[src/rtl/add_sub_chunked_if.sv]
// add_sub_chunked_if: start/busy/done handshake, operands and result of the chunked adder/subtractor.
interface add_sub_chunked_if #(parameter int WIDTH = 8);
   logic             start;
   logic             sub;
   logic [WIDTH-1:0] A;
   logic [WIDTH-1:0] B;
   logic             busy;
   logic             done;
   logic [WIDTH-1:0] sum;
   logic             cout;
   logic             ovf;
   modport master (output start, sub, A, B, input busy, done, sum, cout, ovf);
   modport slave (input start, sub, A, B, output busy, done, sum, cout, ovf);
endinterface

[src/rtl/add_sub_chunked.sv]
// add_sub_chunked: WIDTH-bit add/sub computed CHUNK bits per cycle with the carry held between cycles.
module add_sub_chunked #(
   parameter int WIDTH = 8,
   parameter int CHUNK = 4
) (
   input logic clk,
   input logic rst_n,
   add_sub_chunked_if.slave bus
);
   localparam int NCH = WIDTH / CHUNK;
   localparam int IW = NCH > 1 ? $clog2(NCH) : 1;
   typedef enum logic [1:0] {IDLE, RUN, DONE} state_t;
   state_t state, state_nx;
   logic [WIDTH-1:0] a_r, b_r, sum_acc, acc_nx, sum_r;
   logic [IW-1:0] idx;
   logic carry, cout_r, ovf_r, last, go;
   logic [CHUNK:0] part;
   always_comb begin
      part = {1'b0, a_r[idx*CHUNK +: CHUNK]} + {1'b0, b_r[idx*CHUNK +: CHUNK]} + {{CHUNK{1'b0}}, carry};
      acc_nx = sum_acc;
      acc_nx[idx*CHUNK +: CHUNK] = part[CHUNK-1:0];
      last = idx == IW'(NCH - 1);
      go = bus.start && state != RUN;
      state_nx = state == RUN ? (last ? DONE : RUN) : go ? RUN : IDLE;
   end
   // subtraction is A + ~B + 1, the +1 entering as the initial carry
   always_ff @(posedge clk or negedge rst_n) begin
      if (!rst_n) begin
         state <= IDLE;
         a_r <= '0;
         b_r <= '0;
         sum_acc <= '0;
         sum_r <= '0;
         idx <= '0;
         carry <= 1'b0;
         cout_r <= 1'b0;
         ovf_r <= 1'b0;
      end else begin
         state <= state_nx;
         if (go) begin
            a_r <= bus.A;
            b_r <= bus.sub ? ~bus.B : bus.B;
            carry <= bus.sub;
            idx <= '0;
            sum_acc <= '0;
         end else if (state == RUN) begin
            sum_acc <= acc_nx;
            carry <= part[CHUNK];
            idx <= idx + 1'b1;
            if (last) begin
               sum_r <= acc_nx;
               cout_r <= part[CHUNK];
               ovf_r <= (a_r[WIDTH-1] == b_r[WIDTH-1]) && (acc_nx[WIDTH-1] != a_r[WIDTH-1]);
            end
         end
      end
   end
   assign bus.busy = state == RUN;
   assign bus.done = state == DONE;
   assign bus.sum = sum_r;
   assign bus.cout = cout_r;
   assign bus.ovf = ovf_r;
endmodule
[src/flat_wrapper.sv]
// flat-port wrapper written by rule: the top's interface ports become plain ports
module add_sub_chunked_flat 
#(
   parameter int WIDTH = 8,
   parameter int CHUNK = 4
)
  (clk, rst_n, bus_start, bus_sub, bus_A, bus_B, bus_busy, bus_done, bus_sum, bus_cout, bus_ovf);
  add_sub_chunked_if #(.WIDTH(WIDTH)) bus_i ();
  input logic clk;
  input logic rst_n;
  input wire logic [$bits(bus_i.start)-1:0] bus_start;
  input wire logic [$bits(bus_i.sub)-1:0] bus_sub;
  input wire logic [$bits(bus_i.A)-1:0] bus_A;
  input wire logic [$bits(bus_i.B)-1:0] bus_B;
  output wire logic [$bits(bus_i.busy)-1:0] bus_busy;
  output wire logic [$bits(bus_i.done)-1:0] bus_done;
  output wire logic [$bits(bus_i.sum)-1:0] bus_sum;
  output wire logic [$bits(bus_i.cout)-1:0] bus_cout;
  output wire logic [$bits(bus_i.ovf)-1:0] bus_ovf;
  assign bus_i.start = bus_start;
  assign bus_i.sub = bus_sub;
  assign bus_i.A = bus_A;
  assign bus_i.B = bus_B;
  assign bus_busy = bus_i.busy;
  assign bus_done = bus_i.done;
  assign bus_sum = bus_i.sum;
  assign bus_cout = bus_i.cout;
  assign bus_ovf = bus_i.ovf;
  add_sub_chunked #(.WIDTH(WIDTH), .CHUNK(CHUNK)) u_core (.clk(clk), .rst_n(rst_n), .bus(bus_i));
endmodule
[config.mk]
export PLATFORM = sky130hd
export DESIGN_NAME = add_sub_chunked_flat
export DESIGN_NICKNAME = d
export VERILOG_FILES = /design/src/rtl/add_sub_chunked_if.sv /design/src/rtl/add_sub_chunked.sv /design/src/flat_wrapper.sv
export SDC_FILE = /design/constraint.sdc
export NUM_CORES = 1
export LEC_CHECK = 0
export BUFFER_PORTS_ARGS = -buffer_cell sky130_fd_sc_hd__buf_2
export CAP_MARGIN = 20
export CORE_ASPECT_RATIO = 1.75
export CORE_MARGIN = 3
export CORE_UTILIZATION = 50
export CTS_BUF_LIST = sky130_fd_sc_hd__clkbuf_16
export DETAILED_ROUTE_END_ITERATION = 8
export GPL_TIMING_DRIVEN = 0
export PLACE_DENSITY = 0.75
export REMOVE_ABC_BUFFERS = 1
export SYNTH_ARGS = -nofsm -noshare
export SYNTH_HDL_FRONTEND = slang
export SYNTH_SLANG_ARGS = --single-unit
[constraint.sdc]
create_clock -name clk -period 3.2 [get_ports clk]
set_input_delay 0.64 -clock clk [delete_from_list [all_inputs] [get_ports clk]]
set_output_delay 0.64 -clock clk [all_outputs]
set_load 0.02 [all_outputs]
Yosys cells after proc, flatten, opt, wreduce, memory -nomap -nowiden
Index checks and enable logic that the tools add are counted.
Cells by class
  $add $sub $neg: 4
  eq/ne operators: 5
  shift-type cells: 4
  mux-type cells: 11
  bitwise operators: 2
  reduce and logical (&&, ||, !) cells: 4
Operators by type and width (count)
  negator 3 -> 34 bit: 1
  variable shift 4 x 34 -> 8 bit (first input constant): 1
  variable part select 4 x 34 -> 8 bit: 1
  two-way mux 8 bit: 3
  variable part select 8 x 4 -> 4 bit: 2
  bitwise mux 8 bit: 1
  NOT 8 bit: 1
  adder 4 x 4 -> 5 bit: 1
  adder 5 x 1 -> 5 bit: 1
  two-way mux 1 bit: 5
  two-way mux 2 bit: 2
  AND reduction 3 bit: 1
  == test 2 x 1 -> 1 bit (second input constant): 1
  == test 2 bit (second input constant): 1
  logical AND 1 bit: 2
  != test 2 x 1 -> 1 bit (second input constant): 1
  nonzero test 2 bit: 1
  adder 1 bit (second input constant): 1
  == test 1 bit: 1
  != test 1 bit: 1
  NOT 1 bit: 1
Storage, ports and cells
  flip-flop bits (word level): 38
  input bits: 20
  output and inout bits: 12
  logic and storage cells: 39

Logic depth before layout (Yosys ltp)
  depth after elaboration: 7
  depth in mapped cells: 7
  mapped depth without buffers: 6

Least setup slack after synthesis
Ideal clock, no wire load.
  path kind: register -> register
  start point: register u_core.idx
  end point: register u_core.cout_r (netlist: u_core.bus.cout)
  setup time: 128 ps
  data arrival time: 2178 ps
  slack: 894 ps
  cell stages (with the launch flop): 8
  clock period less this slack: 2306 ps
  cell sequence: dfrtp_1 buf_2 mux2_2 fa_1 fa_1 a21o_1 a21oi_1 o21ai_0
On the way
  longest elaborated chain between the ends: 3
Ends and longest elaborated chain
  start: declaration: RTL line add_sub_chunked.sv:15  | logic [IW-1:0] idx;
  start signal: assignment: RTL line add_sub_chunked.sv:49  | idx <= idx + 1'b1;
  variable part select 8 x 4 -> 4 bit: RTL line add_sub_chunked.sv:19  | part = {1'b0, a_r[idx*CHUNK +: CHUNK]} + {1'b0, b_r[idx*CHUNK +: CHUNK]} + {{CHUNK{1'b0}}, carry};
  adder 4 x 4 -> 5 bit: RTL line add_sub_chunked.sv:19
  adder 5 x 1 -> 5 bit: RTL line add_sub_chunked.sv:19
  end signal: assignment: RTL line add_sub_chunked.sv:52  | cout_r <= part[CHUNK];
  end: declaration: RTL line add_sub_chunked.sv:16  | logic carry, cout_r, ovf_r, last, go;
Several ways; a longest one is shown, not always the timed one.
A chain may end at the register's enable or synchronous reset.

Worst setup path after layout
Ends and elaborated chain as after synthesis.

==> impl_metrics.env <==
export IMPL_fin_worst_skew_ps=3.47
export IMPL_met2_usage_pct=27.4
export IMPL_top_usage_layer="met2"
export IMPL_grtUsageTotal_pct=15.7
export IMPL_power_frac_clock_pct=18.7
export IMPL_timing_rr_start="u_core.idx$_DFFE_PN0P_"
export IMPL_num_nets_final=199
export IMPL_die_x_um=49.1
export IMPL_pwr_share_comb_pct=49.0
export IMPL_start_util_pct=53.6
export IMPL_antenna_found_initial=0
export IMPL_root_buffer="clkbuf_16"
export IMPL_grt_setup_unrepaired="false"
export IMPL_fin_crit_sh_pct=80.7
export IMPL_dp_hpwl_um=2090
export IMPL_cts_max_level=2
export IMPL_end_kind="flip-flop"
export IMPL_crit_top_cell="fa_1"
export IMPL_yosysTopAreaCellShare_pct=52.4
export IMPL_routabilityCongestion=0.772
export IMPL_tightest_slew_ps=732
export IMPL_gr_usage_met3_pct=4.95
export IMPL_yosysUniqueCellTypes=34
export IMPL_vias=1088
export IMPL_fin_total_pwr_mw=2.40
export IMPL_yosysWarnings=0
export IMPL_drive_above_1_share_pct=34.5
export IMPL_synth_area_leader_cell="dfrtp_1"
export IMPL_cp_cell_sequence="mux2_2 -> fa_1 -> fa_1 -> a21o_1 -> a21oi_1 -> o21ai_0"
export IMPL_cts_tree="yes"
export IMPL_crit_start="u_core.idx$_DFFE_PN0P_"
export IMPL_p_leak_nw=0.956
export IMPL_use_met1_pct=16.3
export IMPL_final_hold_viol_count=0
export IMPL_crit_arrival_ps=2740
export IMPL_core_area_um2=3030
export IMPL_clkSinkCount=34
export IMPL_cp_buffers_inverters=0
export IMPL_max_freq_mhz=387
export IMPL_drv_slew=0
export IMPL_sequentialPowerShare_pct=32.2
export IMPL_finalSetupTns_ps=0
export IMPL_drc=0
export IMPL_synth_yosys_seq_area_share_pct=52.4
export IMPL_fin_crit_ps=2580
export IMPL_grt_max_degree=35
export IMPL_viasPerCell=5.04
export IMPL_cp_slowest_cell="dfrtp_1"
export IMPL_postCtsHoldBufs=0
export IMPL_cts_setup_buffers=0
export IMPL_cp_data_required_time_ps=3360
export IMPL_vdd_ir_drop_max_mv=0.742
export IMPL_power_density_nw_per_um2=1240
export IMPL_p_int_mw=1.47
export IMPL_r2r_end="u_core.bus.cout$_DFFE_PN0P_"
export IMPL_clockBufferDepth=2
export IMPL_syn_avg_cell_area_um2=11.4
export IMPL_clk_pin_slew_ps=50
export IMPL_postSynthCellCount=142
export IMPL_crit_type="reg2reg"
export IMPL_start_kind="flip-flop"
export IMPL_clk_latency_ps=280
export IMPL_p_switching_uw=929
export IMPL_rows=26
export IMPL_wl_per_cell_um=13.0
export IMPL_cpLargestDelayFamily="adder cells"
export IMPL_swShare_pct=38.8
export IMPL_drtIter0Drc=23
export IMPL_port_buffers=31
export IMPL_grt_pass1_vias=1025
export IMPL_max_slew_margin_pct=51.2
export IMPL_grt_pass1_wl_um=4620
export IMPL_die_y_um=81.4
export IMPL_cts_buffers=5
export IMPL_cts_repair_resize_count=0
export IMPL_die_area_um2=3990
export IMPL_final_common_cell="dfrtp_1"
export IMPL_synth_area_leaders="dfrtp_1, mux2_2, nand2_1, xnor2_1, o21ai_0"
export IMPL_hold_class="in2async"
export IMPL_final_setup_viol_count=0
export IMPL_r2r_setup_slack_ps=620
export IMPL_status="finished, final reports clean"
export IMPL_drtAntennaViolNets=0
export IMPL_overflow=0
export IMPL_syn_area_um2=1620
export IMPL_max_stage_delay_ps=650
export IMPL_ios=32
export IMPL_mostFrequentLayoutCells="dfrtp_1, buf_2, nand2_1, mux2_2, xnor2_1"
export IMPL_dr_pass1_iters=4
export IMPL_syn2layout_area_growth_pct=19.1
export IMPL_antennaDiodeCount=0
export IMPL_cap_violations=0
export IMPL_r2r_cells=6
export IMPL_synth_seq_cells=34
export IMPL_worstPathMaxFanout=12
export IMPL_routed_wl_um=2800
how the worst max path moves through the flow:
stage                             endpoint  slack [ps]  cells after the start
2_1_floorplan  u_core.bus.cout$_DFFE_PN0P_         900                      6
3_3_place_gp   u_core.bus.cout$_DFFE_PN0P_         600                      6
3_5_place_dp   u_core.bus.cout$_DFFE_PN0P_         600                      6
4_1_cts        u_core.bus.cout$_DFFE_PN0P_         590                      6
5_1_grt           u_core.carry$_DFFE_PN0P_         500                      6
6_report       u_core.bus.cout$_DFFE_PN0P_         620                      6
cell usage after synthesis:
master     number
buf_2           5
mux2_1          2
a22o_2          1
nand3_1         2
nand2b_4        1
fa_1            2
nor2_1          3
nor2b_1         2
dfrtp_1        34
nand2_2         1
ha_1            3
mux2_2         14
o211ai_1        1
nand2_4         1
a22o_1          2
o21ai_1         1
nand2b_1        1
buf_4           1
a211oi_1        1
nand2_1        30
inv_4           1
a21o_1          3
nor3b_1         1
o21ai_0         9
a21oi_1         2
mux2_4          1
inv_1           1
a211o_1         1
o2bb2ai_1       1
a21oi_4         1
inv_2           1
xnor2_1        10
and3b_1         1
or3_1           1
sequential cells by signal (all words and copies together), names as in the netlist:
name             count
u_core.carry         1
u_core.bus.ovf       1
u_core.idx           1
u_core.bus.sum       8
u_core.sum_acc       4
u_core.b_r           8
u_core.state         2
u_core.bus.cout      1
u_core.a_r           8
routing by layer:
metal	share of wire (%)	routed length, um	vias up
met3	5.5	154	8
li1	-	-	540
met5	0	0	-
met2	53	1490	27
met4	2.5	71	0
met1	39	1080	513
final cells by class:
| cell class | count | area [um2] |
|---|---|---|
| clock buffer | 5 | 125 |
| clock inverter | 2 | 10.0 |
| fill | 247 | 1090 |
| inverter | 3 | 13.8 |
| multi-input combinational | 99 | 726 |
| sequential | 34 | 851 |
| tap | 42 | 52.6 |
| timing repair buffer | 31 | 155 |
stage by stage:
step	hold slack (ps)	util [%]	area [um2]	instances	setup slack (ps)
2_1_floorplan	344	-	1590	136	904
3_3_place_gp	452	59.4	1800	209	604
3_5_place_dp	458	59.4	1800	209	599
4_1_cts	448	63.9	1930	216	594
5_1_grt	490	63.9	1930	216	500
6_report	422	63.9	1930	216	616
power groups by stage:
| stage | Sequential [mW] | Clock [mW] | Combinational [mW] |
|---|---|---|---|
| after floorplan | 0.813 | 0 | 0.862 |
| after global placement | 0.766 | 0 | 1.14 |
| after detailed placement | 0.784 | 0 | 1.18 |
| after CTS | 0.776 | 0.457 | 1.19 |
| after global routing | 0.800 | 0.477 | 1.30 |
| final | 0.772 | 0.449 | 1.18 |
cell families (layout without fill, tap and decap cells):
kind of cell / Yosys count / in the layout / share of synthesized area, %
compound gates: 23 / 23 / 9.79
fa+ha+maj: 5 / 5 / 4.78
buf+inv: 9 / 41 / 2.85
mux: 17 / 17 / 12.0
simple gates: 44 / 44 / 12.7
flops: 34 / 34 / 52.4
xor+xnor: 10 / 10 / 5.40
Note: power is estimated with default switching activity, not from simulation.
